===== config.mk =====
export PLATFORM = sky130hd
export DESIGN_NAME = ahb_bus_control_flat
export DESIGN_NICKNAME = d
export VERILOG_FILES = /design/src/rtl/ahb_bus_control_if.sv /design/src/rtl/ahb_bus_control.sv /design/src/flat_wrapper.sv
export SDC_FILE = /design/constraint.sdc
export NUM_CORES = 1
export LEC_CHECK = 0
export CAP_MARGIN = 20
export CELL_PAD_IN_SITES_DETAIL_PLACEMENT = 1
export CELL_PAD_IN_SITES_GLOBAL_PLACEMENT = 1
export CORE_MARGIN = 2
export CORE_UTILIZATION = 21
export DETAILED_ROUTE_END_ITERATION = 8
export PLACE_DENSITY = 0.88
export SLEW_MARGIN = 0
export SYNTH_ARGS = -nofsm -noshare
export SYNTH_HDL_FRONTEND = slang
export SYNTH_SLANG_ARGS = --single-unit

===== constraint.sdc =====
create_clock -name clk -period 4.1 [get_ports clk]
set_clock_uncertainty 0.2 [all_clocks]
set_input_delay 0.82 -clock clk [delete_from_list [all_inputs] [get_ports clk]]
set_output_delay 0.82 -clock clk [all_outputs]
set_load 0.02 [all_outputs]

===== src/rtl/ahb_bus_control_if.sv =====
// Core request/response port and AHB-Lite master signals, grouped so the
// bridge and its environment share one bundle. The "master" modport is the
// bridge's view. The "slave" modport is the view of the core plus the
// attached slaves.
interface ahb_bus_control_if #(
    parameter int DEVICE_COUNT = 2
);
    // core side
    logic                        req_valid;
    logic                        req_write;
    logic                        req_instr;
    logic [31:0]                 req_addr;
    logic [2:0]                  req_size;
    logic [31:0]                 req_wdata;
    logic                        req_ready;
    logic                        rsp_valid;
    logic [31:0]                 rsp_rdata;
    logic                        rsp_error;

    // AHB side
    logic [31:0]                 haddr;
    logic                        hwrite;
    logic [2:0]                  hsize;
    logic [2:0]                  hburst;
    logic [3:0]                  hprot;
    logic [1:0]                  htrans;
    logic                        hmastlock;
    logic                        hready;
    logic [31:0]                 hwdata;
    logic [DEVICE_COUNT-1:0]     hsel;
    logic [DEVICE_COUNT*32-1:0]  hrdata;
    logic [DEVICE_COUNT-1:0]     hreadyout;
    logic [DEVICE_COUNT-1:0]     hresp;

    modport master (
        input  req_valid, req_write, req_instr, req_addr, req_size, req_wdata,
        output req_ready, rsp_valid, rsp_rdata, rsp_error,
        output haddr, hwrite, hsize, hburst, hprot, htrans, hmastlock,
        output hready, hwdata, hsel,
        input  hrdata, hreadyout, hresp
    );

    modport slave (
        output req_valid, req_write, req_instr, req_addr, req_size, req_wdata,
        input  req_ready, rsp_valid, rsp_rdata, rsp_error,
        input  haddr, hwrite, hsize, hburst, hprot, htrans, hmastlock,
        input  hready, hwdata, hsel,
        output hrdata, hreadyout, hresp
    );
endinterface


===== src/rtl/ahb_bus_control.sv =====
// Single-master AHB-Lite bridge. It takes the core's request port and drives
// one SINGLE transfer at a time onto a shared bus with DEVICE_COUNT slaves.
// The address phase is driven combinationally in the accepting cycle. The
// response is muxed combinationally from the selected slave.
//
// state  | meaning
// S_IDLE | ready for a request; address phase driven when one arrives
// S_DATA | data phase of the accepted transfer; waits on hreadyout
// S_ERR2 | second cycle of a two-cycle ERROR, or pending misaligned reply
module ahb_bus_control #(
    parameter int                            DEVICE_COUNT = 2,
    parameter logic [(DEVICE_COUNT-1)*32-1:0] ADDR_MAP    = {32'd2048}
) (
    input  logic               clk,
    input  logic               rst,
    ahb_bus_control_if.master  bus
);
    localparam int SW = (DEVICE_COUNT > 1) ? $clog2(DEVICE_COUNT) : 1;

    localparam logic [1:0] HTRANS_IDLE   = 2'b00;
    localparam logic [1:0] HTRANS_NONSEQ = 2'b10;

    typedef enum logic [1:0] {
        S_IDLE,
        S_DATA,
        S_ERR2
    } state_t;

    state_t         state_q, state_d;
    logic [SW-1:0]  sel_q, sel_d;
    logic           write_q, write_d;
    logic [31:0]    wdata_q, wdata_d;
    logic           mis_q, mis_d;

    logic [31:0]    haddr_c;
    logic           hwrite_c;
    logic [2:0]     hsize_c;
    logic [3:0]     hprot_c;
    logic [1:0]     htrans_c;
    logic           hready_c;
    logic           req_ready_c;
    logic           rsp_valid_c;
    logic [31:0]    rsp_rdata_c;
    logic           rsp_error_c;
    logic [DEVICE_COUNT-1:0] hsel_c;

    logic           slave_ready;
    logic           slave_resp;
    logic [31:0]    slave_rdata;
    logic           misaligned;

    // Region decode: the highest boundary not above addr picks the device.
    function automatic logic [SW-1:0] decode(input logic [31:0] addr);
        logic [SW-1:0] idx;
        idx = '0;
        for (int k = 0; k < DEVICE_COUNT - 1; k++) begin
            if (addr >= ADDR_MAP[32*k +: 32]) begin
                idx = SW'(k + 1);
            end
        end
        return idx;
    endfunction

    assign slave_ready = bus.hreadyout[sel_q];
    assign slave_resp  = bus.hresp[sel_q];
    assign slave_rdata = bus.hrdata[32*sel_q +: 32];

    assign misaligned = ((bus.req_size == 3'd1) && bus.req_addr[0]) ||
                        ((bus.req_size == 3'd2) && (bus.req_addr[1:0] != 2'b00));

    // Next-state logic and all bus/response outputs; everything is forced to
    // its reset value while rst is low so that reset takes effect at once.
    always_comb begin
        state_d     = state_q;
        sel_d       = sel_q;
        write_d     = write_q;
        wdata_d     = wdata_q;
        mis_d       = mis_q;
        haddr_c     = '0;
        hwrite_c    = 1'b0;
        hsize_c     = '0;
        hprot_c     = '0;
        htrans_c    = HTRANS_IDLE;
        hready_c    = 1'b1;
        req_ready_c = 1'b0;
        rsp_valid_c = 1'b0;
        rsp_rdata_c = '0;
        rsp_error_c = 1'b0;
        if (rst) begin
            case (state_q)
                S_IDLE: begin
                    req_ready_c = 1'b1;
                    if (bus.req_valid) begin
                        if (misaligned) begin
                            // Accepted without a bus transfer; reply next cycle.
                            mis_d   = 1'b1;
                            state_d = S_ERR2;
                        end else begin
                            htrans_c = HTRANS_NONSEQ;
                            haddr_c  = bus.req_addr;
                            hwrite_c = bus.req_write;
                            hsize_c  = bus.req_size;
                            hprot_c  = {2'b00, 1'b1, ~bus.req_instr};
                            sel_d    = decode(bus.req_addr);
                            write_d  = bus.req_write;
                            wdata_d  = bus.req_wdata;
                            mis_d    = 1'b0;
                            state_d  = S_DATA;
                        end
                    end
                end
                S_DATA: begin
                    hready_c = slave_ready;
                    if (slave_ready) begin
                        // A one-cycle ERROR from a non-compliant slave still ends the transfer.
                        rsp_valid_c = 1'b1;
                        rsp_error_c = slave_resp;
                        if (!slave_resp && !write_q) begin
                            rsp_rdata_c = slave_rdata;
                        end
                        state_d = S_IDLE;
                    end else if (slave_resp) begin
                        state_d = S_ERR2;
                    end
                end
                S_ERR2: begin
                    if (mis_q) begin
                        rsp_valid_c = 1'b1;
                        rsp_error_c = 1'b1;
                        mis_d       = 1'b0;
                        state_d     = S_IDLE;
                    end else begin
                        hready_c = slave_ready;
                        if (slave_ready) begin
                            rsp_valid_c = 1'b1;
                            rsp_error_c = 1'b1;
                            state_d     = S_IDLE;
                        end
                    end
                end
                default: begin
                    state_d = S_IDLE;
                end
            endcase
        end
    end

    // Slave select follows the address on haddr, only during NONSEQ.
    always_comb begin
        hsel_c = '0;
        if (htrans_c == HTRANS_NONSEQ) begin
            hsel_c = DEVICE_COUNT'(1) << decode(haddr_c);
        end
    end

    // Transfer context held across the data phase.
    always_ff @(posedge clk or negedge rst) begin
        if (!rst) begin
            state_q <= S_IDLE;
            sel_q   <= '0;
            write_q <= 1'b0;
            wdata_q <= '0;
            mis_q   <= 1'b0;
        end else begin
            state_q <= state_d;
            sel_q   <= sel_d;
            write_q <= write_d;
            wdata_q <= wdata_d;
            mis_q   <= mis_d;
        end
    end

    assign bus.req_ready = req_ready_c;
    assign bus.rsp_valid = rsp_valid_c;
    assign bus.rsp_rdata = rsp_rdata_c;
    assign bus.rsp_error = rsp_error_c;
    assign bus.haddr     = haddr_c;
    assign bus.hwrite    = hwrite_c;
    assign bus.hsize     = hsize_c;
    assign bus.hburst    = 3'b000;
    assign bus.hprot     = hprot_c;
    assign bus.htrans    = htrans_c;
    assign bus.hmastlock = 1'b0;
    assign bus.hready    = hready_c;
    assign bus.hwdata    = wdata_q;
    assign bus.hsel      = hsel_c;
endmodule


===== src/flat_wrapper.sv =====
// flat-port wrapper written by rule: the top's interface ports become plain ports
module ahb_bus_control_flat 
#(
    parameter int                            DEVICE_COUNT = 2,
    parameter logic [(DEVICE_COUNT-1)*32-1:0] ADDR_MAP    = {32'd2048}
)
  (clk, rst, bus_req_valid, bus_req_write, bus_req_instr, bus_req_addr, bus_req_size, bus_req_wdata, bus_req_ready, bus_rsp_valid, bus_rsp_rdata, bus_rsp_error, bus_haddr, bus_hwrite, bus_hsize, bus_hburst, bus_hprot, bus_htrans, bus_hmastlock, bus_hready, bus_hwdata, bus_hsel, bus_hrdata, bus_hreadyout, bus_hresp);
  ahb_bus_control_if #(.DEVICE_COUNT(DEVICE_COUNT)) bus_i ();
  input  logic clk;
  input  logic rst;
  input wire logic [$bits(bus_i.req_valid)-1:0] bus_req_valid;
  input wire logic [$bits(bus_i.req_write)-1:0] bus_req_write;
  input wire logic [$bits(bus_i.req_instr)-1:0] bus_req_instr;
  input wire logic [$bits(bus_i.req_addr)-1:0] bus_req_addr;
  input wire logic [$bits(bus_i.req_size)-1:0] bus_req_size;
  input wire logic [$bits(bus_i.req_wdata)-1:0] bus_req_wdata;
  output wire logic [$bits(bus_i.req_ready)-1:0] bus_req_ready;
  output wire logic [$bits(bus_i.rsp_valid)-1:0] bus_rsp_valid;
  output wire logic [$bits(bus_i.rsp_rdata)-1:0] bus_rsp_rdata;
  output wire logic [$bits(bus_i.rsp_error)-1:0] bus_rsp_error;
  output wire logic [$bits(bus_i.haddr)-1:0] bus_haddr;
  output wire logic [$bits(bus_i.hwrite)-1:0] bus_hwrite;
  output wire logic [$bits(bus_i.hsize)-1:0] bus_hsize;
  output wire logic [$bits(bus_i.hburst)-1:0] bus_hburst;
  output wire logic [$bits(bus_i.hprot)-1:0] bus_hprot;
  output wire logic [$bits(bus_i.htrans)-1:0] bus_htrans;
  output wire logic [$bits(bus_i.hmastlock)-1:0] bus_hmastlock;
  output wire logic [$bits(bus_i.hready)-1:0] bus_hready;
  output wire logic [$bits(bus_i.hwdata)-1:0] bus_hwdata;
  output wire logic [$bits(bus_i.hsel)-1:0] bus_hsel;
  input wire logic [$bits(bus_i.hrdata)-1:0] bus_hrdata;
  input wire logic [$bits(bus_i.hreadyout)-1:0] bus_hreadyout;
  input wire logic [$bits(bus_i.hresp)-1:0] bus_hresp;
  assign bus_i.req_valid = bus_req_valid;
  assign bus_i.req_write = bus_req_write;
  assign bus_i.req_instr = bus_req_instr;
  assign bus_i.req_addr = bus_req_addr;
  assign bus_i.req_size = bus_req_size;
  assign bus_i.req_wdata = bus_req_wdata;
  assign bus_req_ready = bus_i.req_ready;
  assign bus_rsp_valid = bus_i.rsp_valid;
  assign bus_rsp_rdata = bus_i.rsp_rdata;
  assign bus_rsp_error = bus_i.rsp_error;
  assign bus_haddr = bus_i.haddr;
  assign bus_hwrite = bus_i.hwrite;
  assign bus_hsize = bus_i.hsize;
  assign bus_hburst = bus_i.hburst;
  assign bus_hprot = bus_i.hprot;
  assign bus_htrans = bus_i.htrans;
  assign bus_hmastlock = bus_i.hmastlock;
  assign bus_hready = bus_i.hready;
  assign bus_hwdata = bus_i.hwdata;
  assign bus_hsel = bus_i.hsel;
  assign bus_i.hrdata = bus_hrdata;
  assign bus_i.hreadyout = bus_hreadyout;
  assign bus_i.hresp = bus_hresp;
  ahb_bus_control #(.DEVICE_COUNT(DEVICE_COUNT), .ADDR_MAP(ADDR_MAP)) u_core (.clk(clk), .rst(rst), .bus(bus_i));
endmodule

# After elaboration in Yosys (flattened, before gate mapping)
# Cells that the tools add are included.
classes:
  magnitude_cmp: 3
  eq_ne: 8
  n_mux: 54
  bitwise: 2
  n_shift: 2
  reduce_logical: 12
ops:
  columns: ["cell", "n"]
  rows:
  - ["$mux 32", 8]
  - ["$ge 32x12->1 const B", 2]
  - ["$shiftx 64x7->32", 1]
  - ["$mux 2", 12]
  - ["$mux 1", 22]
  - ["$mux 3", 4]
  - ["$mux 4", 3]
  - ["$pmux 1 s2", 4]
  - ["$reduce_and 4->1", 2]
  - ["$ne 3x1->1 const B", 2]
  - ["$pmux 2 s3", 1]
  - ["$eq 2x2->1 const B", 2]
  - ["$reduce_bool 2->1", 2]
  - ["$eq 3x1->1 const B", 1]
  - ["$eq 3x2->1 const B", 1]
  - ["$logic_and 1x1->1", 3]
  - ["$reduce_and 3->1", 1]
  - ["$eq 2x1->1 const B", 1]
  - ["$logic_not 1->1", 2]
  - ["$logic_not 2->1", 1]
  - ["$lt 1x2->1 const B", 1]
  - ["$ne 2x2->1 const B", 1]
  - ["$not 1->1", 2]
  - ["$shl 1x1->2 const A", 1]
  - ["$logic_or 1x1->1", 1]
totals:
  inputBits: 140
  out_inout_bits: 116
  ff_bits: 37

# Depth between registers and ports, before layout
# Gate-level depths: netlist of the first run.
depth:
  word_depth: 12
  mapped_depth: 8
  ltp_nobuf: 7

# Least setup slack after synthesis of the first run
# OpenSTA, ideal clock, no wires.
synth_path:
  path_type: "in2out"
  from: "input port bus_req_size[1]"
  to: "output port bus_haddr[12]"
  arrival_time_ns: 1.990
  n_path_buf: 1
  setup_slack_ns: 1.090
  required_time_ns: 3.080
  stages: 5
  path_cell_list: "xor2_1 a311o_2 inv_4 buf_2 and2_1"
synth_via:
  elab_chain_len: 7
synth_rtl:
  columns: ["element", "line_no", "text"]
  rows:
  - ["start: declaration", "flat_wrapper.sv:15", "input wire logic [$bits(bus_i.req_size)-1:0] bus_req_size;"]
  - ["$eq 3x1->1 / $eq 3x2->1 (equally long branches)", "ahb_bus_control.sv:68, ahb_bus_control.sv:69", null]
  - ["$logic_and 1x1->1 (on tied branches)", "ahb_bus_control.sv:68, ahb_bus_control.sv:69", null]
  - ["$logic_or 1x1->1 *", "ahb_bus_control.sv:68", "assign misaligned = ((bus.req_size == 3'd1) && bus.req_addr[0]) ||"]
  - ["$mux 32 *", "ahb_bus_control.sv:94", "if (misaligned) begin"]
  - ["$mux 32 *", "ahb_bus_control.sv:93", "if (bus.req_valid) begin"]
  - ["$mux 32 *", "ahb_bus_control.sv:90", "case (state_q)"]
  - ["$mux 32 *", "ahb_bus_control.sv:89", "if (rst) begin"]
  - ["end: declaration", "flat_wrapper.sv:21", "output wire logic [$bits(bus_i.haddr)-1:0] bus_haddr;"]
# Every way passes the cells marked *; elsewhere a longest branch is shown, timed or not.

# Worst setup path after layout of the first run
layout_path:
  from: "input port bus_req_size[0]"
  to: "output port bus_hsel[0]"
layout_via:
  elab_chain_len: 12
layout_rtl:
  columns: ["element", "line_no", "text"]
  rows:
  - ["$eq 3x1->1 / $eq 3x2->1 (equally long branches)", "ahb_bus_control.sv:68, ahb_bus_control.sv:69", null]
  - ["$logic_and 1x1->1 (on tied branches)", "ahb_bus_control.sv:68, ahb_bus_control.sv:69", null]
  - ["$logic_or 1x1->1 *", "ahb_bus_control.sv:68", null]
  - ["$mux 32", "ahb_bus_control.sv:94", null]
  - ["$mux 32", "ahb_bus_control.sv:93", null]
  - ["$mux 32", "ahb_bus_control.sv:90", null]
  - ["$mux 32", "ahb_bus_control.sv:89", null]
  - ["$ge 32x12->1", "ahb_bus_control.sv:57", "if (addr >= ADDR_MAP[32*k +: 32]) begin"]
  - ["$mux 1", "ahb_bus_control.sv:57", null]
  - ["$mux 1", "ahb_bus_control.sv:151", "if (htrans_c == HTRANS_NONSEQ) begin"]
  - ["$shl 1x1->2", "ahb_bus_control.sv:152", "hsel_c = DEVICE_COUNT'(1) << decode(haddr_c);"]
  - ["$mux 2 *", "ahb_bus_control.sv:151", null]
  - ["end: declaration", "flat_wrapper.sv:30", "output wire logic [$bits(bus_i.hsel)-1:0] bus_hsel;"]
# Every way passes the cells marked *; elsewhere a longest branch is shown, timed or not. The select of a mux whose other input is x is not followed.

==> impl_metrics.yaml, run 1 <==
synth:
  syn_area_mm2: 0.002475
  synth-simple-area-share_pct: 20.02
  synthMuxAreaShare_pct: 29.17
  synth_ff_type: "dfrtp_1"
  ys_ff_latch: 37
  synth_cells: 248
  synth_area_per_cell_um2: 9.979
  synth-compound-area-share_pct: 3.589
  yosysWarnings: 0
  synth_top_family_by_area: "multiplexers"
  synth_xor_area_share_pct: 0.3539
  synth_fa_ha_area_share_pct: 1.517
  yosysUniqueCellTypes: 32
  ys_seq_area_share_pct: 37.41
  synth_edf_count: 0
  async_flop_share_pct: 100.0
cts:
  cts_setup_buffers: 0
  numCtsBuffers: 5
  cts-root-buf: "clkbuf_16"
  clk_pin_slew_ps: 60
  worstSkewPairLatency_ps: 280
  htree_num_levels: 2
  clk_path_buf_depth: 2
  tritoncts: "built"
  clock-sinks: 37
  holdBufCountCts: 0
timing:
  period_minus_slack_ps: 4010
  setup_viol: 0
  slew_violations: 0
  setup_slack_ps: 90.26
  tightestPinTransition_ps: 551.0
  finalHoldViolCount: 0
  fin_crit_sh_pct: 97.80
  slew_headroom_pct: 63.26
  grt_setup_unrepaired: "no"
  fmax_mhz: 249.4
routing:
  drt-pass1-iter-count: 4
  drc_errors: 0
  wl_per_cell_um: 18.68
  drt_first_iter_violations: 92
  vias_per_cell: 4.472
  via_count: 2862
  routed_wl_um: 11960
  antenna_left: 0
global_route:
  antenna_found_initial: 0
  grt_pass1_vias: 3271
  grt_max_degree: 44
  grt_first_pass_wirelength_um: 18130
  grt_overflow: 0
  track_usage_pct: 18.34
final_layout:
  final_cell_mix: "212 x clkdlybuf4s50_1, 40 x nor2_1, 36 x and2_1, 36 x dfrtp_1, 35 x mux2i_1"
  layout-drive-gt1-share_pct: 11.27
  area_growth_pct: 115.2
  finalNonFillerCells: 640
  diodes: 0
  fin_util_pct: 46.44
  mostFrequentLayoutCell: "clkdlybuf4s50_1"
  nets: 639
critical_path:
  cp-end-kind: "primary output"
  path_common_cell: "clkdlybuf4s50_1"
  slowest_delay_ps: 670
  crit_required_ps: 3080
  setup.worst_path.class: "in2out"
  crit_chain: "clkdlybuf4s50_1 > xor2_1 > a311o_2 > nor4_2 > clkdlybuf4s50_1"
  critical_path.slowest_cell: "clkdlybuf4s50_1"
  crit_fanout: 4
  start_kind: "primary input"
  cp.arrival_ps: 2990
placed_design:
  dp_hpwl_um: 9934
  detailedPlace.worstSlack_ps: -18.42
  dp_cells: 632
  gp_congestion: 0.8302
  portBuffers: 248
power:
  p_per_area_mw_per_mm2: 455.7
  vdd_drop_max_mv: 0.3681
  power.leakage_uw: 0.002787
die:
  coreArea_mm2: 0.01147
  die_y_um: 112.6
  initial_utilization_pct: 21.58
  die_area_mm2: 0.01267
  io_pins: 256
  dieWidth_um: 112.6
  rows: 39
min_path:
  hold_path_class: "reg2reg"
run_status:
  status: "complete, no violations"
run:
  drv_cap: 0
-- per-stage QoR --
step / total power, uW / instance area, um2 / hold slack (ps) / setup TNS [ps]
2_1_floorplan: 1279 / 2497 / 242.5 / 0
6_report: 2426 / 5325 / 305.5 / 0
5_1_grt: 2570 / 5325 / 329.8 / 0
4_1_cts: 2471 / 5260 / 309.5 / 0
3_3_place_gp: 1946 / 5097 / 289.4 / 0
3_5_place_dp: 1996 / 5097 / 297.3 / -47.05
-- state kept, by name, summed over array words and instances (netlist names) --
| register | cells |
|---|---|
| u_core.write_q | 1 |
| u_core.mis_q | 1 |
| u_core.sel_q | 1 |
| u_core.bus.hwdata | 32 |
| u_core.state_q | 2 |
-- final cells by class --
type                    count  area [um2]
fillers                  1259        6142
repair buffers            258        2643
multi-input cells         188        1379
flip-flops and latches     37       927.1
well taps                 143       178.9
clock buffers               7       142.6
clock inverters             1       30.03
inverters                   6       25.02
-- logic make-up (layout without fill, tap and decap cells) --
family	Yosys count	in the layout
buffers and inverters	29	272
flip-flops	37	37
other	1	7
AND/OR/NAND/NOR	96	96
AO/OA/AOI/OAI	13	13
multiplexers	68	68
adder cells (fa/ha/maj)	3	3
XOR/XNOR	1	1
-- Yosys cell counts, types with 3 or more instances --
master,count,share of area [%]
nor4_1,4,1.0
ha_1,3,1.5
buf_4,13,3.9
mux2_2,33,15
mux2i_1,35,14
nor2_1,40,6.1
o21ai_0,5,1.0
nand2_1,7,1.1
inv_1,5,0.76
clkbuf_1,4,0.61
dfrtp_1,37,37
and2_1,36,9.1
buf_6,4,1.8
-- power breakdown --
group,internal [uW],total (uW),switching [uW]
Clock,304,454,150
Sequential,545,648,104
Combinational,704,1320,620
-- per-layer routing --
layer  routed length (um)  GRT usage [%]
met3                 1376          7.505
met2                 6172          34.93
met5                    0              0
met4                  158          4.390
met1                 4249          18.44
-- worst max-delay path: cells and delay by family --
family,cells,cell delay (ps)
buffers and inverters,2,1180
xor gates and xnor gates,1,200
and+or+nand+nor,1,330
AOI/OAI and AO/OA,1,470
-- what timing repair did --
| action | CTS | global route |
|---|---|---|
| endpoints found under the setup margin | 8 | 26 |
| resized for setup | 8 | 26 |
| pin swaps | 0 | 0 |
-- worst paths after layout --
check	from	end	slack [ps]	depth (start not counted)
worst max-delay path	bus_req_size[0]	bus_hsel[0]	90	5
worst min-delay path	u_core.bus.hwdata[28]$_DFFE_PN0P_	u_core.bus.hwdata[28]$_DFFE_PN0P_	310	1
worst max register to register	u_core.state_q[1]$_DFFE_PN0P_	u_core.bus.hwdata[9]$_DFFE_PN0P_	1640	8
worst min register to register	u_core.bus.hwdata[28]$_DFFE_PN0P_	u_core.bus.hwdata[28]$_DFFE_PN0P_	310	1
max in group asynchronous	rst	u_core.sel_q$_DFFE_PN0P_	2830	2
min in group asynchronous	rst	u_core.bus.hwdata[20]$_DFFE_PN0P_	480	2
Power figures use the tool's default switching activity.
==> run 2: changes to the inputs <==
==> constraint.sdc (replaced) <==
create_clock -name clk -period 4.7 [get_ports clk]
set_clock_uncertainty 0.2 [all_clocks]
set_input_delay 0.94 -clock clk [delete_from_list [all_inputs] [get_ports clk]]
set_output_delay 0.94 -clock clk [all_outputs]
set_load 0.02 [all_outputs]
==> impl_metrics.yaml, run 2 (synthesis gave the netlist of run 1 again) <==
run_status:
  status: "complete, no violations"
power:
  vdd_drop_max_mv: 0.2812
  power.leakage_uw: 0.002260
  p_per_area_mw_per_mm2: 404.0
  total_power_uw: 2106
routing:
  drt_first_iter_violations: 61
  via_count: 2820
  routed_wl_um: 11640
  vias_per_cell: 4.427
  drt-pass1-iter-count: 4
  drc_errors: 0
  wl_per_cell_um: 18.27
  antenna_left: 0
final_layout:
  layout-drive-gt1-share_pct: 10.93
  nets: 636
  mostFrequentLayoutCell: "clkdlybuf4s50_1"
  diodes: 0
  largest_register_ffs: 32
  area_growth_pct: 110.7
  final_cell_mix: "246 x clkdlybuf4s50_1, 40 x nor2_1, 36 x and2_1, 36 x dfrtp_1, 35 x mux2i_1"
cts:
  worstSkewPairLatency_ps: 280
  cts_resized: 0
  numCtsBuffers: 5
  clk_pin_slew_ps: 60
  clock-sinks: 37
  tritoncts: "built"
  holdBufCountCts: 0
  clk_path_buf_depth: 2
  htree_num_levels: 2
  cts_setup_buffers: 0
  cts-root-buf: "clkbuf_16"
die:
  io_pins: 256
  die_area_mm2: 0.01267
  die_y_um: 112.6
  rows: 39
  coreArea_mm2: 0.01147
  initial_utilization_pct: 21.58
  dieWidth_um: 112.6
timing:
  whs_ps: 303.0
  period_minus_slack_ps: 4483
  grt_setup_unrepaired: "no"
  setup_slack_ps: 217.2
  fin_setup_tns_ps: 0
  slew_headroom_pct: 63.84
  setup_viol: 0
  tightestPinTransition_ps: 542.5
  fin_crit_sh_pct: 95.38
  fmax_mhz: 223.1
  finalHoldViolCount: 0
  slew_violations: 0
global_route:
  grt_pass1_vias: 3246
  grt_first_pass_wirelength_um: 18030
  track_usage_pct: 18.17
  antenna_found_initial: 0
  grt_overflow: 0
  grt_max_degree: 47
critical_path:
  start_kind: "primary input"
  setup.worst_path.class: "in2out"
  crit_fanout: 46
  r2r_end: "u_core.bus.hwdata[13]$_DFFE_PN0P_"
  cp-end-kind: "primary output"
  slowest_delay_ps: 630
  path_common_cell: "clkdlybuf4s50_1"
  reg2reg_setup_slack_ps: 2150
  cp.arrival_ps: 3340
  crit_chain: "clkdlybuf4s50_1 > xor2_1 > a311o_2 > inv_4 > and2_1 > clkdlybuf4s50_1"
  critical_path.slowest_cell: "clkdlybuf4s50_1"
  crit_required_ps: 3560
  reg2reg_from: "u_core.state_q[0]$_DFFE_PN0P_"
  r2r_cells: 7
placed_design:
  detailedPlace.worstSlack_ps: 160.2
  gp_congestion: 0.8350
  dp_hpwl_um: 9682
  portBuffers: 248
min_path:
  min_to: "u_core.bus.hwdata[22]$_DFFE_PN0P_"
  hold_start: "u_core.bus.hwdata[22]$_DFFE_PN0P_"
  whs_path_depth: 1
  hold_path_class: "reg2reg"
run:
  drv_cap: 0
## run 2: cell count changes in the layout (fill, tap and decap cells not counted), sizes merged
cell	change
dlymetal6s2s	-26
clkinvlp	+1
buf	-3
clkbuf	-1
dlygate4sd2	-8
clkdlybuf4s50	+34
## run 2: worst max-delay path, delay by kind of cell
family	cells	cell delay [ps]
buf+inv	3	1450
compound gates	1	480
simple gates	1	240
xor+xnor	1	210
## run 2: final cells by class
type | instances | area, um2
Timing Repair Buffer | 255 | 2527
Fill cell | 1281 | 6254
Sequential cell | 37 | 927.1
Tap cell | 143 | 178.9
Clock inverter | 2 | 37.54
Multi-Input combinational cell | 188 | 1379
Clock buffer | 6 | 138.9
Inverter | 6 | 25.02
## run 2: metal layers
metal	share of wire [%]	up-vias	GRT usage [%]
met3	11	6	7.127
met2	52	168	34.57
met5	0	-	0
li1	-	1314	-
met4	0.87	0	3.659
met1	35	1332	18.78
## run 2: worst max path at each step
stage / depth (start not counted) / to / start / slack [ps]
finish: 6 / bus_hwrite / bus_req_size[1] / 220
global route: 6 / bus_hwrite / bus_req_size[1] / 80
CTS: 6 / bus_hwrite / bus_req_size[1] / 150
detailed placement: 6 / bus_hwrite / bus_req_size[1] / 160
global placement: 6 / bus_hwrite / bus_req_size[1] / 200
floorplan: 5 / bus_haddr[12] / bus_req_size[1] / 1450
## run 2: through the flow
stage,utilization (%),instances,instance area [um2]
floorplan,-,254,2497
global placement,43.93,629,5037
global route,45.47,637,5214
finish,45.47,637,5214
CTS,45.47,637,5214
detailed placement,43.93,629,5037
## run 2: report_power, final
part | switching [uW] | internal [uW]
clock network | 131 | 265
logic | 537 | 611
registers | 86.8 | 475
total | 755 | 1350
